===== src/rtl/reg_dep_scoreboard.sv =====
// reg_dep_scoreboard: register dependency scoreboard for the 8 x86 GPRs.
// Sits between decode and issue. Each register keeps a count of in-flight
// writers. A decoded source whose register has a pending write is reported
// busy and raises stall.
//
// Ports:
//   clk, rst_n           rising-edge clock, synchronous active-low reset
//   flush                clears every pending count (beats alloc/release)
//   alloc_v/alloc_reg    issue allocates a destination-register write
//   release_v/_reg       writeback retires a register write
//   src1_v/_reg          source operand 1 lookup
//   src2_v/_reg          source operand 2 lookup
//   src1_busy/src2_busy  combinational busy lookups from current counts
//   alloc_ready          alloc_reg can accept one more writer this cycle
//   stall                source dependency or blocked alloc
//   busy_mask            registered view, bit r = (cnt[r] != 0)
//   err                  sticky: alloc overflow or release underflow seen
//
// Build option: SCOREBOARD_BYPASS_EN
//   When defined, a source whose register is released this cycle with a
//   count of 1 reads as not busy (writeback-to-read bypass).

// 3-bit register-ID equality compare.
module equalitycheck3 (
  input  logic [2:0] a,
  input  logic [2:0] b,
  output logic       eq
);
  assign eq = (a == b);
endmodule

// One tracked register: pending-writer counter plus its ID matches.
module reg_dep_entry #(
  parameter int         CNT_W = 2,
  parameter logic [2:0] ID    = 3'd0
) (
  input  logic       clk,
  input  logic       rst_n,
  input  logic       flush,
  input  logic       alloc_v,
  input  logic [2:0] alloc_reg,
  input  logic       alloc_ok,
  input  logic       release_v,
  input  logic [2:0] release_reg,
  input  logic [2:0] src1_reg,
  input  logic [2:0] src2_reg,
  output logic       cnt_nz,
  output logic       alloc_blk,
  output logic       rel_under,
  output logic       src1_hit,
  output logic       src2_hit
);
  logic [CNT_W-1:0] cnt_q, cnt_d;
  logic a_m, r_m, s1_m, s2_m;
  logic rel_hit, inc, dec, look_busy;

  equalitycheck3 u_eq_a  (.a(alloc_reg),   .b(ID), .eq(a_m));
  equalitycheck3 u_eq_r  (.a(release_reg), .b(ID), .eq(r_m));
  equalitycheck3 u_eq_s1 (.a(src1_reg),    .b(ID), .eq(s1_m));
  equalitycheck3 u_eq_s2 (.a(src2_reg),    .b(ID), .eq(s2_m));

  always_comb begin
    rel_hit   = release_v & r_m;
    cnt_nz    = (cnt_q != '0);
    // Full counter blocks a new writer unless one retires in the same cycle.
    alloc_blk = a_m & (&cnt_q) & ~rel_hit;
    rel_under = rel_hit & ~cnt_nz;
    inc       = alloc_v & alloc_ok & a_m & ~flush;
    dec       = rel_hit & cnt_nz;
`ifdef SCOREBOARD_BYPASS_EN
    // Last writer retiring now: its result is forwarded, so no stall.
    look_busy = cnt_nz & ~(rel_hit & (cnt_q == CNT_W'(1)));
`else
    look_busy = cnt_nz;
`endif
    src1_hit  = s1_m & look_busy;
    src2_hit  = s2_m & look_busy;
    if (flush) cnt_d = '0;
    else       cnt_d = cnt_q + CNT_W'(inc) - CNT_W'(dec);
  end

  always_ff @(posedge clk) begin
    if (!rst_n) cnt_q <= '0;
    else        cnt_q <= cnt_d;
  end
endmodule

module reg_dep_scoreboard #(
  parameter int NREG  = 8,
  parameter int CNT_W = 2
) (
  input  logic            clk,
  input  logic            rst_n,
  input  logic            flush,
  input  logic            alloc_v,
  input  logic [2:0]      alloc_reg,
  input  logic            release_v,
  input  logic [2:0]      release_reg,
  input  logic            src1_v,
  input  logic [2:0]      src1_reg,
  input  logic            src2_v,
  input  logic [2:0]      src2_reg,
  output logic            src1_busy,
  output logic            src2_busy,
  output logic            alloc_ready,
  output logic            stall,
  output logic [NREG-1:0] busy_mask,
  output logic            err
);
  logic [NREG-1:0] cnt_nz, alloc_blk, rel_under, src1_hit, src2_hit;
  logic alloc_ok;
  logic err_q, err_d;

  for (genvar r = 0; r < NREG; r++) begin : g_reg
    reg_dep_entry #(.CNT_W(CNT_W), .ID(3'(r))) u_ent (
      .clk(clk), .rst_n(rst_n), .flush(flush),
      .alloc_v(alloc_v), .alloc_reg(alloc_reg), .alloc_ok(alloc_ok),
      .release_v(release_v), .release_reg(release_reg),
      .src1_reg(src1_reg), .src2_reg(src2_reg),
      .cnt_nz(cnt_nz[r]), .alloc_blk(alloc_blk[r]), .rel_under(rel_under[r]),
      .src1_hit(src1_hit[r]), .src2_hit(src2_hit[r])
    );
  end

  always_comb begin
    alloc_ok    = ~|alloc_blk;
    alloc_ready = alloc_ok;
    src1_busy   = |src1_hit;
    src2_busy   = |src2_hit;
    stall       = (src1_v & src1_busy) | (src2_v & src2_busy) | (alloc_v & ~alloc_ok);
    busy_mask   = cnt_nz;
    // A flush discards the cycle's alloc/release, so it cannot raise err.
    err_d       = err_q | (~flush & ((alloc_v & ~alloc_ok) | (|rel_under)));
    err         = err_q;
  end

  always_ff @(posedge clk) begin
    if (!rst_n) err_q <= 1'b0;
    else        err_q <= err_d;
  end
endmodule


===== config.mk =====
export PLATFORM = sky130hd
export DESIGN_NAME = reg_dep_scoreboard
export DESIGN_NICKNAME = d
export VERILOG_FILES = /design/src/rtl/reg_dep_scoreboard.sv
export SDC_FILE = /design/constraint.sdc
export NUM_CORES = 1
export LEC_CHECK = 0
export CORE_UTILIZATION = 44
export CTS_CLUSTER_SIZE = 20
export DETAILED_ROUTE_END_ITERATION = 10
export GPL_TIMING_DRIVEN = 0
export PLACE_DENSITY_LB_ADDON = 0.1
export SYNTH_ARGS = -nofsm -noshare
export SYNTH_HDL_FRONTEND = slang
export SYNTH_SLANG_ARGS = --single-unit
export TNS_END_PERCENT = 50

===== constraint.sdc =====
create_clock -name clk -period 3 [get_ports clk]
set_input_delay 0.3 -clock clk [delete_from_list [all_inputs] [get_ports clk]]
set_output_delay 0.3 -clock clk [all_outputs]
set_load 0.02 [all_outputs]

==> results of run 1 <==
-- cell families (layout without fill, tap and decap cells) --
kind of cell	Yosys count	in the layout	share of synthesized area (%)
AND/OR/NAND/NOR	82	82	30.4
buffers and inverters	40	72	12.1
AO/OA/AOI/OAI	26	26	11.3
flip-flops	17	17	21.4
adder cells (fa/ha/maj)	16	16	12.6
XOR/XNOR	16	16	8.79
multiplexers	3	3	3.53
-- worst register-to-register path: stages (launching register included) --
cell and delay, ns:
dfxtp_1 0.37, and4b_1 0.22, nor4_1 0.23, o2bb2ai_1 0.18, nand2b_4 0.20, nor2_1 0.13, ha_1 0.18, xor2_1 0.18
xnor2_1 0.13, nor2_1 0.05
-- power groups by stage --
stage / logic [mW] / registers (mW) / clock network (mW)
6_report: 0.125 / 0.231 / 0.129
5_1_grt: 0.135 / 0.231 / 0.149
4_1_cts: 0.124 / 0.231 / 0.134
3_5_place_dp: 0.123 / 0.236 / 0
3_3_place_gp: 0.121 / 0.236 / 0
2_1_floorplan: 0.0682 / 0.237 / 0
-- repair_timing --
action,in CTS,in global routing
setup endpoints to repair,0,1
gates resized for setup,0,5
setup buffers,0,0
hold buffers,0,0
-- sequential cells by signal, summed over array words and instances (netlist names) --
register	cells
err	1
g.u_ent.cnt_q	16
-- synth_stat cells, types with 4 or more instances --
cell	number	area (sq um)
ha_1	16	200
xnor2_1	8	70.1
inv_1	24	90.1
nor2_1	17	63.8
nand2b_1	5	31.3
and2_1	9	56.3
dfxtp_1	17	340
nand2_1	8	30.0
xor2_1	8	70.1
nand3_1	4	20.0
buf_2	4	20.0
buf_4	8	60.1
nor3_1	13	65.1
a21oi_1	10	50.1
-- metrics by stage --
step,cell area [sq um],worst slack (ns),hold WS (ns),util [%],total power [mW]
global route,1970,0.0473,0.575,57.6,0.516
CTS,1960,0.0749,0.531,57.4,0.488
finish,1970,0.140,0.557,57.6,0.485
floorplan,1590,1.00,0.452,-,0.305
global placement,1930,0.0886,0.565,56.6,0.357
detailed placement,1930,0.0627,0.572,56.6,0.359
-- cell type report --
type                    instances  share of cell area, %
plain buffers                  16                   5.34
clock inverters                 1                  0.254
inverters                      24                   4.58
repair buffers                 28                   14.2
clock buffers                   3                   1.14
flip-flops and latches         17                   17.3
multi-input cells             143                   54.2
well taps                      46                   2.92
-- how the worst max path moves through the flow --
stage	endpoint	slack [ns]	start	cells after the start
after floorplan	g_reg[0].u_ent.cnt_q[1]$_SDFF_PP0_	1.0	release_v	10
after global placement	stall	0.09	alloc_reg[0]	8
after detailed placement	stall	0.06	alloc_reg[0]	8
after CTS	stall	0.07	alloc_reg[0]	8
after global routing	stall	0.05	alloc_reg[2]	8
final	stall	0.14	alloc_reg[2]	8
-- layer usage --
layer  GRT usage (%)  vias to the layer above
li1                -                      754
met1            27.8                      696
met2            38.2                       46
met3            3.13                        6
met4            9.59                        0
met5               0                        -
==> flow_summary.ini, run 1 <==
[layout]
finalNonFillerCells = 278
layout-drive-gt1-share_pct = 13.8
seqCellArea_sq_um = 340
final_common_cell = clkdlybuf4s50_1
multi_input_area_sq_mm = 0.00107
final_net_count = 268
n_antenna_cell = 0
synthToLayoutAreaGrowth_pct = 23.5
nFillCells = 338
final_cell_mix = 28 x clkdlybuf4s50_1, 24 x inv_1, 17 x nor2_1, 17 x dfxtp_1, 16 x ha_1

[routing]
first_pass_iters = 4
highest_layer = met4
detail_route.drc_violations = 0
vias = 1502
finalWirelength_microns = 3940
wl_per_cell_microns = 14.2
antenna_left = 0
vias_per_cell = 5.40
wl_met3_microns = 242
route.met2.wl_microns = 1810
drt-met1-wl_microns = 1830
drt_iter0_markers = 67

[yosys]
syn_inst = 200
yosysSeqAreaShare_pct = 21.4
ys.flop_type = dfxtp_1
synthArstFlopShare_pct = 0
ys_warn_count = 0
ys_ff_latch = 17
syn_area_per_cell_sq_um = 7.97
synth.distinct_cells = 48
synthesis.nets = 235
syn_area_sq_mm = 0.00159
synth_edf_count = 0

[floorplanning]
die_w_microns = 62.2
rows = 21
coreArea_sq_mm = 0.00342
die_area_sq_mm = 0.00387
io_pins = 32
die_h_microns = 62.2
start_util_pct = 46.7

[pwr]
p_sw_share_pct = 29.9
powerDensity_mw_per_mm2 = 246
power_switching_uw = 145
p_comb_share_pct = 25.9
vdd_drop_max_uv = 137
pwr-share-seq_pct = 47.6
internal-power_uw = 340
pwr-share-clk_pct = 26.5
power_leakage_nw = 0.965

[global_route]
grt_overflow = 0
antenna_found_initial = 0
grt_pass1_vias = 1486
grt.total_usage_pct = 22.3
grt_max_degree = 11
grt_pass1_wl_microns = 6790

[worst_setup_path]
cp_cell_sequence = clkdlybuf4s50_1, clkbuf_1, nand4b_1, o2111ai_1, nand2_1, nand3_1, a31o_1, clkdlybuf4s50_1
reg2reg_to = g_reg[4].u_ent.cnt_q[1]$_SDFF_PP0_
crit_type = in2out
crit_slowest_cell = clkdlybuf4s50_1
critPathRequiredTime_ns = 2.70
critPathLaunchType = primary input
reg2reg_slack_ns = 1.02
cp_max_fo = 10
crit_path_end_kind = output pin
critPathMostFrequentCell = clkdlybuf4s50_1
reg2regPathDepth = 9
rr_startpoint = g_reg[4].u_ent.cnt_q[1]$_SDFF_PP0_
crit_buf_inv = 3
crit_arrival_ns = 2.56
crit_family = buffers and inverters
slowest_delay_ns = 0.53

[clock_network]
cts_tree = yes
cts-buffers-inserted = 3
cts_num_sinks = 17
cts-root-buf = clkbuf_4
cts.clk_slew.worst_paths_ns = 0.10
clockBufferDepth = 2
cts.htree.levels = 1
clock_latency_ns = 0.30

[sta]
fin_crit_sh_pct = 95.3
relSlewSlack_pct = 57.4
clock.fmax_ghz = 0.350
grt_setup_unrepaired = false
finalHoldViolations = 0
max_slew.worst_pin.slew_ns = 0.638
period_needed_ns = 2.86
drv_slew = 0
finClkSkew_ns = 0.00655
setup_violations = 0
finalSetupTns_ns = 0

[place]
hpwl_microns = 3090
io_buffers = 28
dp_cells = 274
gp_congestion = 0.900

[worst_hold_path]
hold-path-cell-count = 4
hp-class = in2reg
hold_path_end = err$_SDFF_PN0_
hold_start = release_v

[status]
status = finished clean

[job]
drv_cap = 0
Note: power is estimated with default switching activity, not from simulation.
==> run 2, diff against run 1 <==
--- a/config.mk
+++ b/config.mk
@@ -8,8 +8,7 @@
 export CORE_UTILIZATION = 44
 export CTS_CLUSTER_SIZE = 20
 export DETAILED_ROUTE_END_ITERATION = 10
-export GPL_TIMING_DRIVEN = 0
-export PLACE_DENSITY_LB_ADDON = 0.1
+export PLACE_DENSITY = 0.7
 export SYNTH_ARGS = -nofsm -noshare
 export SYNTH_HDL_FRONTEND = slang
 export SYNTH_SLANG_ARGS = --single-unit
==> run 2 against run 1 <==
- flip-flop and latch count stayed put
- via count is 3.0% lower
- clock power hardly changed
- total power is 0.88% higher
- sequential power hardly changed
- die area stayed put
- utilization is 1.0 points lower
- largest cell class unchanged
==> flow_summary.ini, run 2 (synthesized netlist as in run 1, its figures left out) <==
[routing]
first_pass_iters = 4
antenna_left = 0
route.met2.wl_microns = 1900
wl_met3_microns = 198
drt_iter0_markers = 93
detail_route.drc_violations = 0
drt-met1-wl_microns = 1790
wl_per_cell_microns = 14.5
vias_per_cell = 5.38
highest_layer = met4
vias = 1457
finalWirelength_microns = 3920

[sta]
period_needed_ns = 2.82
setup_violations = 0
finClkSkew_ns = 0.0114
fin_crit_sh_pct = 94.1
finalSetupTns_ns = 0
finalHoldViolations = 0
relSlewSlack_pct = 63.4
grt_setup_unrepaired = false
max_slew.worst_pin.slew_ns = 0.548
clock.fmax_ghz = 0.354
drv_slew = 0

[worst_setup_path]
crit_type = in2out
crit_path_end_kind = output pin
critPathRequiredTime_ns = 2.70
critPathLaunchType = primary input
crit_arrival_ns = 2.52
cp_max_fo = 10

[global_route]
grt.total_usage_pct = 21.5
grt_pass1_vias = 1399
grt_pass1_wl_microns = 6620
grt_max_degree = 14
grt_overflow = 0
antenna_found_initial = 0

[clock_network]
cts_num_sinks = 17
clockBufferDepth = 2
postCtsHoldBufs = 0
cts.htree.levels = 1
cts-buffers-inserted = 3
cts.clk_slew.worst_paths_ns = 0.12
cts-root-buf = clkbuf_4
clock_latency_ns = 0.30
cts_tree = yes

[floorplanning]
die_area_sq_mm = 0.00387
die_h_microns = 62.2
start_util_pct = 46.7
coreArea_sq_mm = 0.00342
io_pins = 32
die_w_microns = 62.2
rows = 21

[layout]
seqCellArea_sq_um = 340
regMostFlops = g.u_ent.cnt_q
nFillCells = 318
largest_register_ffs = 16
final_cell_mix = 30 x clkdlybuf4s50_1, 24 x inv_1, 17 x nor2_1, 17 x dfxtp_1, 16 x ha_1
n_antenna_cell = 0
multi_input_area_sq_mm = 0.00106
final_area_sq_mm = 0.00193
synthToLayoutAreaGrowth_pct = 21.3
final_net_count = 261
final_common_cell = clkdlybuf4s50_1
layout-drive-gt1-share_pct = 9.33

[pwr]
power_leakage_nw = 0.936
powerDensity_mw_per_mm2 = 253
p_total_uw = 489
vdd_drop_max_uv = 146

[job]
drv_cap = 0

[place]
post_dp_cell_area_sq_mm = 0.00190
gp_congestion = 0.886
io_buffers = 31
hpwl_microns = 3030

[status]
status = finished clean

[worst_hold_path]
hp-class = reg2reg
run 2: changes by cell type in the layout (fill, tap and decap cells not counted), sizes merged:
cell           change
clkinv             -1
clkdlybuf4s50      +2
dlymetal6s2s       +1
buf                -7
clkbuf             -2
run 2: worst max-delay path, stage by stage:
cell and delay [ns]:
clkdlybuf4s50_1 0.65, or4bb_1 0.45, a21oi_1 0.20, o2bb2ai_1 0.14, a31o_1 0.24, clkdlybuf4s50_1 0.54
run 2: per-layer routing:
metal	vias to the layer above	global-route usage, %
met5	-	0
met4	0	6.40
met3	4	3.13
met2	49	37.1
met1	669	27.7
li1	735	-
run 2: final timing paths:
check	start	end	slack [ns]	cells past startpoint
max	release_v	stall	0.18	6
min	g_reg[6].u_ent.cnt_q[1]$_SDFF_PP0_	g_reg[6].u_ent.cnt_q[1]$_SDFF_PP0_	0.59	2
min reg2reg	g_reg[6].u_ent.cnt_q[1]$_SDFF_PP0_	g_reg[6].u_ent.cnt_q[1]$_SDFF_PP0_	0.59	2
max reg2reg	g_reg[4].u_ent.cnt_q[1]$_SDFF_PP0_	g_reg[1].u_ent.cnt_q[1]$_SDFF_PP0_	0.88	9
run 2: layout make-up:
type                            count  share of cell area [%]
Clock buffer                        4                    1.36
Multi-Input combinational cell    143                    54.9
Sequential cell                    17                    17.6
Inverter                           24                    4.66
Tap cell                           46                    2.98
Timing Repair Buffer               37                    18.5
run 2: report_power, final:
group | total (mW) | switching (mW) | internal [mW]
combinational | 0.126 | 0.0615 | 0.0646
clock | 0.132 | 0.0805 | 0.0518
sequential | 0.231 | 0.00276 | 0.228
run 2: repair_timing:
action | in CTS | in global routing
resized for setup | 0 | 1
buffers inserted | 0 | 0
setup endpoints to repair | 0 | 1
run 2: per-stage QoR:
step	setup WS [ns]	hold slack (ns)	instances	util [%]
floorplan	1.00	0.452	200	-
global placement	0.185	0.559	267	55.8
detailed placement	0.151	0.567	267	55.8
CTS	0.149	0.592	271	56.5
global route	0.0716	0.626	271	56.6
finish	0.178	0.589	271	56.6
==> run 3, diff against run 2 <==
--- a/config.mk
+++ b/config.mk
@@ -8,6 +8,7 @@
 export CORE_UTILIZATION = 44
 export CTS_CLUSTER_SIZE = 20
 export DETAILED_ROUTE_END_ITERATION = 10
+export HOLD_SLACK_MARGIN = 0.06
 export PLACE_DENSITY = 0.7
 export SYNTH_ARGS = -nofsm -noshare
 export SYNTH_HDL_FRONTEND = slang
==> results of run 3 <==
The final DEF is identical to that of run 2; final timing and power are the same.
